===== config.mk =====
export PLATFORM = sky130hd
export DESIGN_NAME = fir_serial_ctrl
export DESIGN_NICKNAME = d
export VERILOG_FILES = /design/src/rtl/fir_serial_ctrl.sv
export SDC_FILE = /design/constraint.sdc
export NUM_CORES = 1
export LEC_CHECK = 0
export ABC_CLOCK_PERIOD_IN_PS = 1700
export BUFFER_PORTS_ARGS = -buffer_cell sky130_fd_sc_hd__buf_4
export CAP_MARGIN = 20
export CORE_MARGIN = 10
export CORE_UTILIZATION = 50
export DETAILED_ROUTE_END_ITERATION = 8
export GPL_TIMING_DRIVEN = 0
export PLACE_DENSITY = 0.74
export SETUP_SLACK_MARGIN = 0.05
export SLEW_MARGIN = 10
export SYNTH_ARGS = -nofsm -noshare
export SYNTH_HDL_FRONTEND = slang
export SYNTH_SLANG_ARGS = --single-unit

===== constraint.sdc =====
create_clock -name clk -period 1.7 [get_ports clk]
set_input_delay 0.085 -clock clk [delete_from_list [all_inputs] [get_ports clk]]
set_output_delay 0.085 -clock clk [all_outputs]
set_load 0.05 [all_outputs]

===== src/rtl/fir_serial_ctrl.sv =====
// fir_serial_ctrl: sequencer for a single-MAC serial FIR datapath.
// Optional macro FIR_CTRL_OVF_EN adds a saturating dropped-sample counter.
module fir_serial_ctrl #(
    parameter  int Num_coef = 17,
    parameter  int Pipe_lat = 2,
    localparam int SEL_W    = $clog2(Num_coef)
) (
    input  logic             clk,
    input  logic             rst_n,
`ifdef FIR_CTRL_OVF_EN
    input  logic             ovf_clr,
    output logic [7:0]       ovf_cnt,
`endif
    input  logic             sample_valid,
    output logic             sample_ready,
    output logic             shift_ce,
    output logic [SEL_W-1:0] sel,
    output logic             acc_clr,
    output logic             acc_en,
    output logic             dout_valid,
    output logic             busy
);

    typedef enum logic [2:0] {
        S_IDLE,
        S_SHIFT,
        S_MAC,
        S_DRAIN,
        S_OUT
    } state_t;

    localparam logic [SEL_W-1:0] SEL_LAST = SEL_W'(Num_coef - 1);
    localparam logic [2:0]       DRN_LAST = 3'(Pipe_lat > 0 ? Pipe_lat - 1 : 0);

    state_t           r_state;
    state_t           w_state_nxt;
    logic [SEL_W-1:0] r_sel;
    logic [SEL_W-1:0] w_sel_nxt;
    logic [2:0]       r_dcnt;
    logic [2:0]       w_dcnt_nxt;
    logic             r_shift_ce;
    logic             r_acc_clr;
    logic             r_acc_en;
    logic             r_dout_valid;

    // Next state plus next tap/drain counts; counters idle at zero.
    always_comb begin
        w_state_nxt = r_state;
        w_sel_nxt   = '0;
        w_dcnt_nxt  = '0;
        unique case (r_state)
            S_IDLE: begin
                if (sample_valid) begin
                    w_state_nxt = S_SHIFT;
                end
            end
            S_SHIFT: begin
                w_state_nxt = S_MAC;
            end
            S_MAC: begin
                if (r_sel == SEL_LAST) begin
                    w_state_nxt = (Pipe_lat == 0) ? S_OUT : S_DRAIN;
                end else begin
                    w_sel_nxt = r_sel + SEL_W'(1);
                end
            end
            S_DRAIN: begin
                if (r_dcnt == DRN_LAST) begin
                    w_state_nxt = S_OUT;
                end else begin
                    w_dcnt_nxt = r_dcnt + 3'd1;
                end
            end
            S_OUT: begin
                w_state_nxt = S_IDLE;
            end
            default: begin
                w_state_nxt = S_IDLE;
            end
        endcase
    end

    // State register; strobes are registered from the next state so
    // they line up exactly with the state they describe.
    always_ff @(posedge clk or negedge rst_n) begin
        if (!rst_n) begin
            r_state      <= S_IDLE;
            r_sel        <= '0;
            r_dcnt       <= '0;
            r_shift_ce   <= 1'b0;
            r_acc_clr    <= 1'b0;
            r_acc_en     <= 1'b0;
            r_dout_valid <= 1'b0;
        end else begin
            r_state      <= w_state_nxt;
            r_sel        <= w_sel_nxt;
            r_dcnt       <= w_dcnt_nxt;
            r_shift_ce   <= (w_state_nxt == S_SHIFT);
            r_acc_clr    <= (w_state_nxt == S_MAC) && (w_sel_nxt == '0);
            r_acc_en     <= (w_state_nxt == S_MAC) ||
                            (w_state_nxt == S_DRAIN);
            r_dout_valid <= (w_state_nxt == S_OUT);
        end
    end

    assign sample_ready = (r_state == S_IDLE);
    assign busy         = (r_state != S_IDLE);
    assign shift_ce     = r_shift_ce;
    assign sel          = r_sel;
    assign acc_clr      = r_acc_clr;
    assign acc_en       = r_acc_en;
    assign dout_valid   = r_dout_valid;

`ifdef FIR_CTRL_OVF_EN
    logic       w_drop;
    logic [7:0] r_ovf;

    assign w_drop  = sample_valid & ~sample_ready;
    assign ovf_cnt = r_ovf;

    // Saturating drop counter; clear has priority over a same-cycle drop.
    always_ff @(posedge clk or negedge rst_n) begin
        if (!rst_n) begin
            r_ovf <= 8'd0;
        end else if (ovf_clr) begin
            r_ovf <= 8'd0;
        end else if (w_drop && (r_ovf != 8'hFF)) begin
            r_ovf <= r_ovf + 8'd1;
        end
    end
`endif

endmodule

# == Yosys cells after proc, flatten, opt, wreduce, memory -nomap -nowiden ==
# Index checks and enable logic that the tools add are counted.
# word_totals
ff_bits,15
inputBits,3
output_inout_bits,11
# op_classes
n_addsub,2
n_eq_ne,9
mux,8
n_reduce_logical,5
# op_table
cell,count
$mux W3,5
$eq A3 B2 Y1 const B,4
$pmux W3 S4,1
$mux W5,2
$eq A3 B1 Y1 const B,3
$add A5 B1 Y5 const B,1
$eq A5 B5 Y1 const B,1
$logic_not A5 Y1,1
$add A3 B1 Y3 const B,1
$eq A3 B3 Y1 const B,1
$logic_not A3 Y1,1
$reduce_bool A3 Y1,1
$logic_and A1 B1 Y1,1
$logic_or A1 B1 Y1,1

# == Depth between registers and ports, before layout ==
# Gate-level depths: netlist (run 1).
# depth
word_depth,5
ltp_mapped,6
ltp_nobuf,6

# == Worst setup path after synthesis (run 1) ==
# No wires, ideal clock.
# synth_timing
path_type,reg2reg
start,reg r_sel[0] (netlist: sel[0])
end,reg r_acc_clr (netlist: acc_clr)
setup_ns,0.078
arrival_time_ns,1.698
required_time_ns,1.622
slack_ns,-0.076
stages_incl_launch_ff,7
period_less_slack_ns,1.776
cell_sequence,dfrtp_1 -> inv_1 -> ha_1 -> nor2_1 -> nand3_1 -> or3_1 -> a21oi_1
# synth_between
elab_chain_len,5
word_cells_on_any_way,9
# synth_lines
item,line_no,source
from (decl),37,logic [SEL_W-1:0] r_sel;
from (signal assigned),96,r_sel <= w_sel_nxt;
$add A5 B1 Y5 / $eq A5 B5 Y1 (equally long branches),"64, 61",
$mux W5 / $mux W3 (equally long branches),61,if (r_sel == SEL_LAST) begin
$mux W5 / $pmux W3 S4 (equally long branches),51,unique case (r_state)
$logic_not A5 Y1 / $eq A3 B2 Y1 (equally long branches),99,r_acc_clr <= (w_state_nxt == S_MAC) && (w_sel_nxt == '0);
$logic_and A1 B1 Y1 *,99,
to (signal assigned),99,
to (decl),42,logic r_acc_clr;
# Mark *: on every way between the ends. The rest lies on a longest branch, timed or not.

# == Worst setup path after layout (run 1) ==
# Same ends and word-level chain as after synthesis.

==> metrics.txt, run 1 <==
met3 usage=3.60%; Initial Util=around 52%; most numerous cell in the Yosys netlist=dfrtp_1; post-synth cell types=21; critical path peak fanout=7; CP startpoint kind=flip-flop; Final Instance Area=between 800 and 900 µm²; FF+latch count, synth=15; nets=90; Cell Count Post-Placement=94; Die ar.=~3200 µm²; dominant synthesized flop cell=dfrtp_1; Core Area=1280 µm²; clock sink count=15; Yosys warning count=0; FMAX=0.650 GHz; Final Hold Fails=0; DP Area=around 800 µm²; residual DRC count=0; power density over the cells=between 1500 and 2000 nW/µm²; Critical Path AT=between 1500 and 2000 ps; vias in the first global route=470; Synth area leaders=dfrtp_1, nor2_1, xor2_1; Tcrit/Tclk final=between 90% and 100%; Avg WL per Cell=~13 µm; CTS tree=yes; Comb pwr share=50.3%; Worst EP required=1900 ps; drt pass-1 iters=4; drt initial violations=13; area leader, netlist=dfrtp_1; io pins=14; min Tclk post-route=approximately 1500 ps; Mapped Area=around 670 µm²; largest net degree at the start of global routing=16; register area share after synthesis=56.0%; Clock Latency Late Sink=~270 ps; cells after synthesis=66; Syn Area/Cell=just over 10 µm²; Most Crowded Layer GR=met2; status=finished, final reports clean; cell leakage power=roughly 0.4 nW; MaxCap Viol Count=0; ys async rst share=between 90% and 100%; routability congestion estimate=between 0.7 and 0.8; GR Overflow Total=0; fin cells=99; die width=roughly 57 µm; Post-CTS Setup Repair Bufs=0; GR Util All Layers=under 10%; Final setup viols=0; clock network fraction of design power=13.0%; Global Route met2 Usage=about 12%; Final Routed Wirelength=1.27 mm; GRT met1 Usage=under 10%; Peak VDD IR=slightly below 1 mV; crit path kind=flip-flop to flip-flop; Area growth syn-to-layout=25.6%; clock buffer depth=2; Vias/cell=around 5.3; Synthesized Nets=just over 70; Hold Crit Class=primary input to flip-flop; # diodes=0; P_int=about 810 µW; Fin Hold WS=32.7 ps; EDFF count, synth=0; initial antenna violation count=0; Util after Layout=between 60% and 70%; CTS root buf=clkbuf_4; Worst Clk Skew=roughly 1.5 ps; Sum Neg Setup Slack=0 ps; top cell type's share of synthesized area=56.0%; die height=roughly 57 µm; crit end category=flip-flop; global-route wire length before repair=slightly above 2 mm; DR vias=520; HPWL Detailed=950 µm; layout cells sized above 1=27.4%; final antenna-violating net count=0; setup repair after global routing missed its margin=no; NetSw=approximately 700 µW; input/output buffers=13; top post-synthesis cells by count=dfrtp_1, nor2_1, inv_1, xor2_1; Sw Share=46.5%; clock-pin slew on the worst setup and hold paths=around 80 ps; floorplan row count=13; Reg power frac=36.7%; Rel. slew slack=62.8%; cts bufs inserted=3; H-tree depth=1; worst slew pin tran=around 560 ps; fin. max-slew vios=0
-- registers in the layout, summed over array words and instances (netlist names) --
| name | cells |
|---|---|
| dout_valid | 1 |
| acc_clr | 1 |
| r_dcnt | 3 |
| shift_ce | 1 |
| sel | 5 |
| r_state | 3 |
| acc_en | 1 |
-- critical path, stage by stage (launching register included) --
cell,delay (ps)
dfrtp_2,460
ha_1,280
xnor2_2,180
nand3_1,90
or3_1,340
a21oi_1,120
-- routing by layer --
layer / vias up / wire, µm
met1: 243 / 508
met5: - / 0
met2: 18 / 639
met4: 0 / 11
met3: 2 / 109
li1: 257 / -
-- metrics by stage --
step / setup slack, ps / total power [mW]
after floorplan: 102 / 1.10
final: 161 / 1.51
after global routing: 56.9 / 1.61
after global placement: 180 / 1.29
after detailed placement: 189 / 1.30
after CTS: 163 / 1.50
-- power by group through the flow --
stage	clock network, mW	registers, mW	logic (mW)
global placement	0	0.552	0.737
global route	0.214	0.571	0.822
floorplan	0	0.733	0.364
detailed placement	0	0.558	0.744
CTS	0.201	0.549	0.748
finish	0.195	0.553	0.757
-- area by class of cell --
class	count	area, µm²
Clock buffer	4	26.3
Tap cell	15	18.8
Inverter	4	18.8
Sequential cell	15	378
Multi-Input combinational cell	46	288
Timing Repair Buffer	14	108
Fill cell	95	443
Buffer	1	5.00
-- cell families after synthesis --
| group | count (synthesis) | synth area share [%] |
|---|---|---|
| simple gates | 31 | 23.1 |
| flops | 15 | 56.0 |
| compound gates | 8 | 7.65 |
| xor+xnor | 5 | 6.53 |
| buf+inv | 5 | 2.98 |
| fa+ha+maj | 2 | 3.73 |
-- placed cells by master (no fill, tap or decap) --
master	synthesis	routed
xnor2_2	0	1
nor2_1	13	13
dlygate4sd3_1	0	1
dfrtp_1	15	13
nand2_1	3	3
nand3b_1	1	1
or3_1	3	2
nor3b_1	3	3
dfrtp_2	0	2
nand2b_1	2	2
clkbuf_4	0	3
o31ai_1	1	1
xor2_1	4	4
o21bai_1	1	1
or3_4	0	1
buf_2	1	1
a21oi_1	3	3
nand4_1	1	1
buf_4	0	13
clkinvlp_4	0	1
nand3_1	3	3
and2_1	1	1
a31oi_1	2	2
ha_1	2	2
clkbuf_1	0	1
or2_2	1	1
inv_1	4	3
a2bb2oi_1	1	1
-- final timing paths --
kind                         startpoint         to  slack, ps  depth (start not counted)
hold reg to reg               r_dcnt[0]  r_dcnt[0]        490                          1
max in group asynchronous         rst_n     sel[1]       1320                          2
hold / removal             sample_valid   shift_ce         30                          2
setup reg to reg                 sel[0]    acc_clr        160                          5
min in group asynchronous         rst_n     sel[4]        190                          2
setup / recovery                 sel[0]    acc_clr        160                          5
-- timing repair --
action,4_1_cts,5_1_grt
hold buffers,1,0
resized for setup,0,1
endpoints found under the setup margin,0,1
hold endpoints to repair,15,0
No activity file was read; power rests on OpenSTA's default activity.
==> run 2, diff against run 1 <==
BUFFER_PORTS_ARGS = -buffer_cell sky130_fd_sc_hd__buf_2   (was -buffer_cell sky130_fd_sc_hd__buf_4)
==> metrics.txt, run 2 (synthesis results as in run 1) <==
max incr delay on CP=between 400 and 500 ps; Rel. slew slack=67.6%; nets=90; Largest register FFs=5; vias in the first global route=499; clock sink count=15; Final Routed Wirelength=around 1.2 mm; Die ar.=about 3200 µm²; Util after Layout=a little over three fifths; layout cells sized above 1=a little over a quarter; critical path peak fanout=8; DR vias=503; Avg WL per Cell=approximately 12 µm; min Tclk post-route=1560 ps; Tcrit/Tclk final=between 90% and 100%; floorplan row count=13; die width=roughly 57 µm; R2R Setup Slk=about 180 ps; fin. max-slew vios=0; status=finished, final reports clean; Critical Path AT=1470 ps; power density over the cells=about 1800 nW/µm²; residual DRC count=0; most frequent cells in the layout=buf_2, nor2_1, dfrtp_1; final total power=1.46 mW; routability congestion estimate=between 0.7 and 0.8; Hold Crit Class=primary input to flip-flop; global-route wire length before repair=2.13 mm; final antenna-violating net count=0; worst-path cell chain=or3_4 -> clkinvlp_4 -> clkbuf_4; io pins=14; clock-pin slew on the worst setup and hold paths=90 ps; largest net degree at the start of global routing=16; Final setup viols=0; MaxCap Viol Count=0; die height=approximately 57 µm; CTS root buf=clkbuf_4; HPWL Detailed=~920 µm; Area growth syn-to-layout=21.1%; Peak VDD IR=1.03 mV; crit end category=primary output; drt pass-1 iters=4; Multi-input gate area=roughly 290 µm²; Worst EP required=1620 ps; drt initial violations=5; crit path kind=flip-flop to primary output; hold path startpoint=sample_valid; CTS tree=yes; clock buffer depth=2; input/output buffers=13; Worst Clk Skew=just under 8 ps; GR Overflow Total=0; CP startpoint kind=flip-flop; worst slew pin tran=roughly 480 ps; Post-CTS Setup Repair Bufs=0; slowest cell on the critical path=dfrtp_1; H-tree depth=1; cts bufs inserted=3; Fillers=110; GR Util All Layers=8.29%; # diodes=0; Initial Util=52.2%; fin cells=a little under 100; FF+latch area=378 µm²; Final Hold Fails=0; setup repair after global routing missed its margin=no; Core Area=~1300 µm²; Sum Neg Setup Slack=0 ps; cell leakage power=between 0.3 and 0.4 nW; Cell Count Post-Placement=94; Clock Latency Late Sink=approximately 280 ps; Vias/cell=just over 5; worst r2r src=sel[0]; crit path launch=r_state[2]; FMAX=0.642 GHz; initial antenna violation count=0
run 2: cell types whose count changed in the layout (fill, tap and decap cells not counted), sizes merged:
cell	previous run	this run
buf	14	13
clkbuf	4	5
run 2: worst max-delay path: cells and delay by family (launching register included):
| family | cells | cell delay (ps) |
|---|---|---|
| AND/OR/NAND/NOR | 1 | 430 |
| flip-flops | 1 | 460 |
| buffers and inverters | 2 | 300 |
run 2: timing repair:
action | CTS | global route
hold buffers | 1 | 0
endpoints found under the setup margin | 0 | 2
endpoints found under the hold margin | 15 | 0
resized for setup | 0 | 2
run 2: layout make-up:
cell class / count / share of cell area (%)
Sequential cell: 15 / 46.5
Clock buffer: 4 / 3.24
Tap cell: 15 / 2.31
Buffer: 1 / 0.616
Inverter: 4 / 2.31
Timing Repair Buffer: 14 / 9.55
Multi-Input combinational cell: 46 / 35.4
run 2: layer usage:
metal	GRT usage, %	up-vias	part of all wire (%)
met4	3.09	0	0.65
met5	0	-	0
met2	13.3	11	48
met1	8.10	237	43
met3	5.84	2	8.9
li1	-	253	-
run 2: worst paths after layout:
path                                      to  cells past startpoint
min in group asynchronous             sel[4]                      2
worst min-delay path                shift_ce                      2
worst max register to register       acc_clr                      5
max in group asynchronous             sel[0]                      2
worst min register to register     r_dcnt[0]                      1
worst max-delay path            sample_ready                      3
run 2: report_power, final:
group          leakage [nW]  internal [mW]  switching (mW)
Combinational         0.186          0.222           0.490
Sequential            0.193          0.453          0.0940
Clock                0.0150         0.0912           0.107
Total                 0.394          0.765           0.691
run 2: through the flow:
| step | hold WS [ps] | setup slack (ps) | cell area [µm²] |
|---|---|---|---|
| after floorplan | -211 | 102 | 682 |
| after global placement | -0.670 | 180 | 766 |
| after detailed placement | 2.82 | 143 | 766 |
| after CTS | 16.6 | 106 | 802 |
| after global routing | 10.3 | 50.8 | 812 |
| final | 17.1 | 142 | 812 |
==> run 3, diff against run 2 <==
PLACE_DENSITY = default   (was 0.74)
PLACE_DENSITY_LB_ADDON = 0.08   (was default)
==> metrics.txt, run 3 (synthesis results as in run 1) <==
critical path peak fanout=8; CP startpoint kind=flip-flop; DR vias=500; Fillers=113; hold path startpoint=sample_valid; crit path kind=flip-flop to primary output; GR Overflow Total=0; setup repair after global routing missed its margin=no; crit end category=primary output; MaxCap Viol Count=0; Hold Crit Class=primary input to flip-flop; Sum Neg Setup Slack=0 ps; met2 WL=523 µm; H-tree depth=1; residual DRC count=0; Final Routed Wirelength=around 1.2 mm; Post-CTS Setup Repair Bufs=0; nets=90; die width=around 57 µm; min Tclk post-route=~1600 ps; Worst EP required=approximately 1600 ps; Area growth syn-to-layout=19.8%; max incr delay on CP=460 ps; CTS root buf=clkbuf_4; Rel. slew slack=between 60% and 70%; Tcrit/Tclk final=92.3%; worst-path cell chain=or3_4 -> clkinvlp_4 -> buf_2; fin. max-slew vios=0; io pins=14; clock buffer depth=2; layout cells sized above 1=27.4%; FMAX=~0.64 GHz; commonest non-fill, non-tap cell in the layout=buf_2; input/output buffers=13; met1 WL=slightly below 600 µm; die height=roughly 57 µm; status=finished, final reports clean; # diodes=0; RR Endpoint=acc_clr; Worst Clk Skew=roughly 3.4 ps; floorplan row count=13; R2R Setup Slk=between 150 and 200 ps; top routing layer used=met4; drt initial violations=10; Fin Hold WS=between 30 and 40 ps; Final setup viols=0; Worst R2R Path Depth=5; WHS Endpoint=shift_ce; Initial Util=between 50% and 60%; worst r2r src=sel[0]; WHS Path Cells=2; Avg WL per Cell=12.2 µm; Largest register FFs=5; initial antenna violation count=0; Vias/cell=a little over 5; Peak VDD IR=approximately 0.95 mV; Die ar.=about 3200 µm²; most frequent cells in the layout=buf_2, nor2_1, dfrtp_1; clock sink count=15; power density over the cells=about 1800 nW/µm²; routability congestion estimate=roughly 0.78; drt pass-1 iters=4; wire length on met3=approximately 92 µm; CP delay by family, top=flip-flops; largest net degree at the start of global routing=16; cts bufs inserted=3; Critical Path AT=1480 ps; Clock Latency Late Sink=between 200 and 300 ps; Core Area=between 1000 and 1500 µm²; slowest cell on the critical path=dfrtp_1; clock-pin slew on the worst setup and hold paths=~90 ps; Final Hold Fails=0; Multi-input gate area=roughly 280 µm²; HPWL Detailed=between 800 and 900 µm; cell leakage power=approximately 0.40 nW; Critical path buffers and inverters=2; worst slew pin tran=slightly below 500 ps; final antenna-violating net count=0; global-route wire length before repair=about 2.1 mm; CTS tree=yes; vias in the first global route=492; FF+latch area=between 300 and 400 µm²; GR Util All Layers=under 10%
[run 3: cell types whose count changed in the layout (fill, tap and decap cells not counted), sizes merged]
| cell | change |
|---|---|
| buf | +1 |
| clkbuf | -2 |
| clkinv | +1 |
[run 3: where the power goes]
group,internal (mW),switching (mW)
sequential,0.453,0.0960
combinational,0.209,0.483
clock,0.0871,0.109
total,0.748,0.688
[run 3: per-stage QoR]
step,cells,utilization (%),instance area [µm²],power (mW),worst slack (ps)
after global placement,94,59.6,766,1.24,151
after global routing,99,62.5,803,1.54,55.0
final,99,62.5,803,1.44,132
after detailed placement,94,59.6,766,1.25,178
after floorplan,66,-,682,1.10,102
after CTS,99,62.5,803,1.46,114
[run 3: cell type report]
class / count / share of cell area [%]
Sequential cell: 15 / 47.0
Clock buffer: 3 / 2.80
Inverter: 4 / 2.34
Multi-Input combinational cell: 46 / 34.9
Clock inverter: 1 / 0.623
Buffer: 1 / 0.623
Timing Repair Buffer: 14 / 9.35
Tap cell: 15 / 2.34
[run 3: worst max-delay path by stage]
| stage | cells past startpoint | start | slack [ps] | end |
|---|---|---|---|---|
| final | 3 | r_state[2] | 130 | sample_ready |
| after global routing | 5 | sel[0] | 50 | acc_clr |
| after CTS | 3 | r_state[2] | 110 | sample_ready |
| after detailed placement | 5 | sel[0] | 180 | acc_clr |
| after global placement | 5 | sel[0] | 150 | acc_clr |
| after floorplan | 6 | sel[0] | 100 | acc_clr |
[run 3: what timing repair did]
item                                    in CTS  in global routing
endpoints found under the setup margin       0                  0
resized for setup                            0                  0
hold endpoints to repair                    15                  0
hold buffers                                 1                  0
[run 3: worst reg2reg max path: cells and delay by family, from the launching register on]
| family | cells | cell delay, ps |
|---|---|---|
| flops | 1 | 460 |
| simple gates | 2 | 430 |
| xor+xnor | 1 | 200 |
| fa+ha+maj | 1 | 260 |
| compound gates | 1 | 130 |
[run 3: metal layers]
metal,vias to the layer above,global-route usage [%]
li1,259,-
met1,227,8.76
met2,12,12.4
met3,2,2.92
met4,0,2.06
met5,-,0
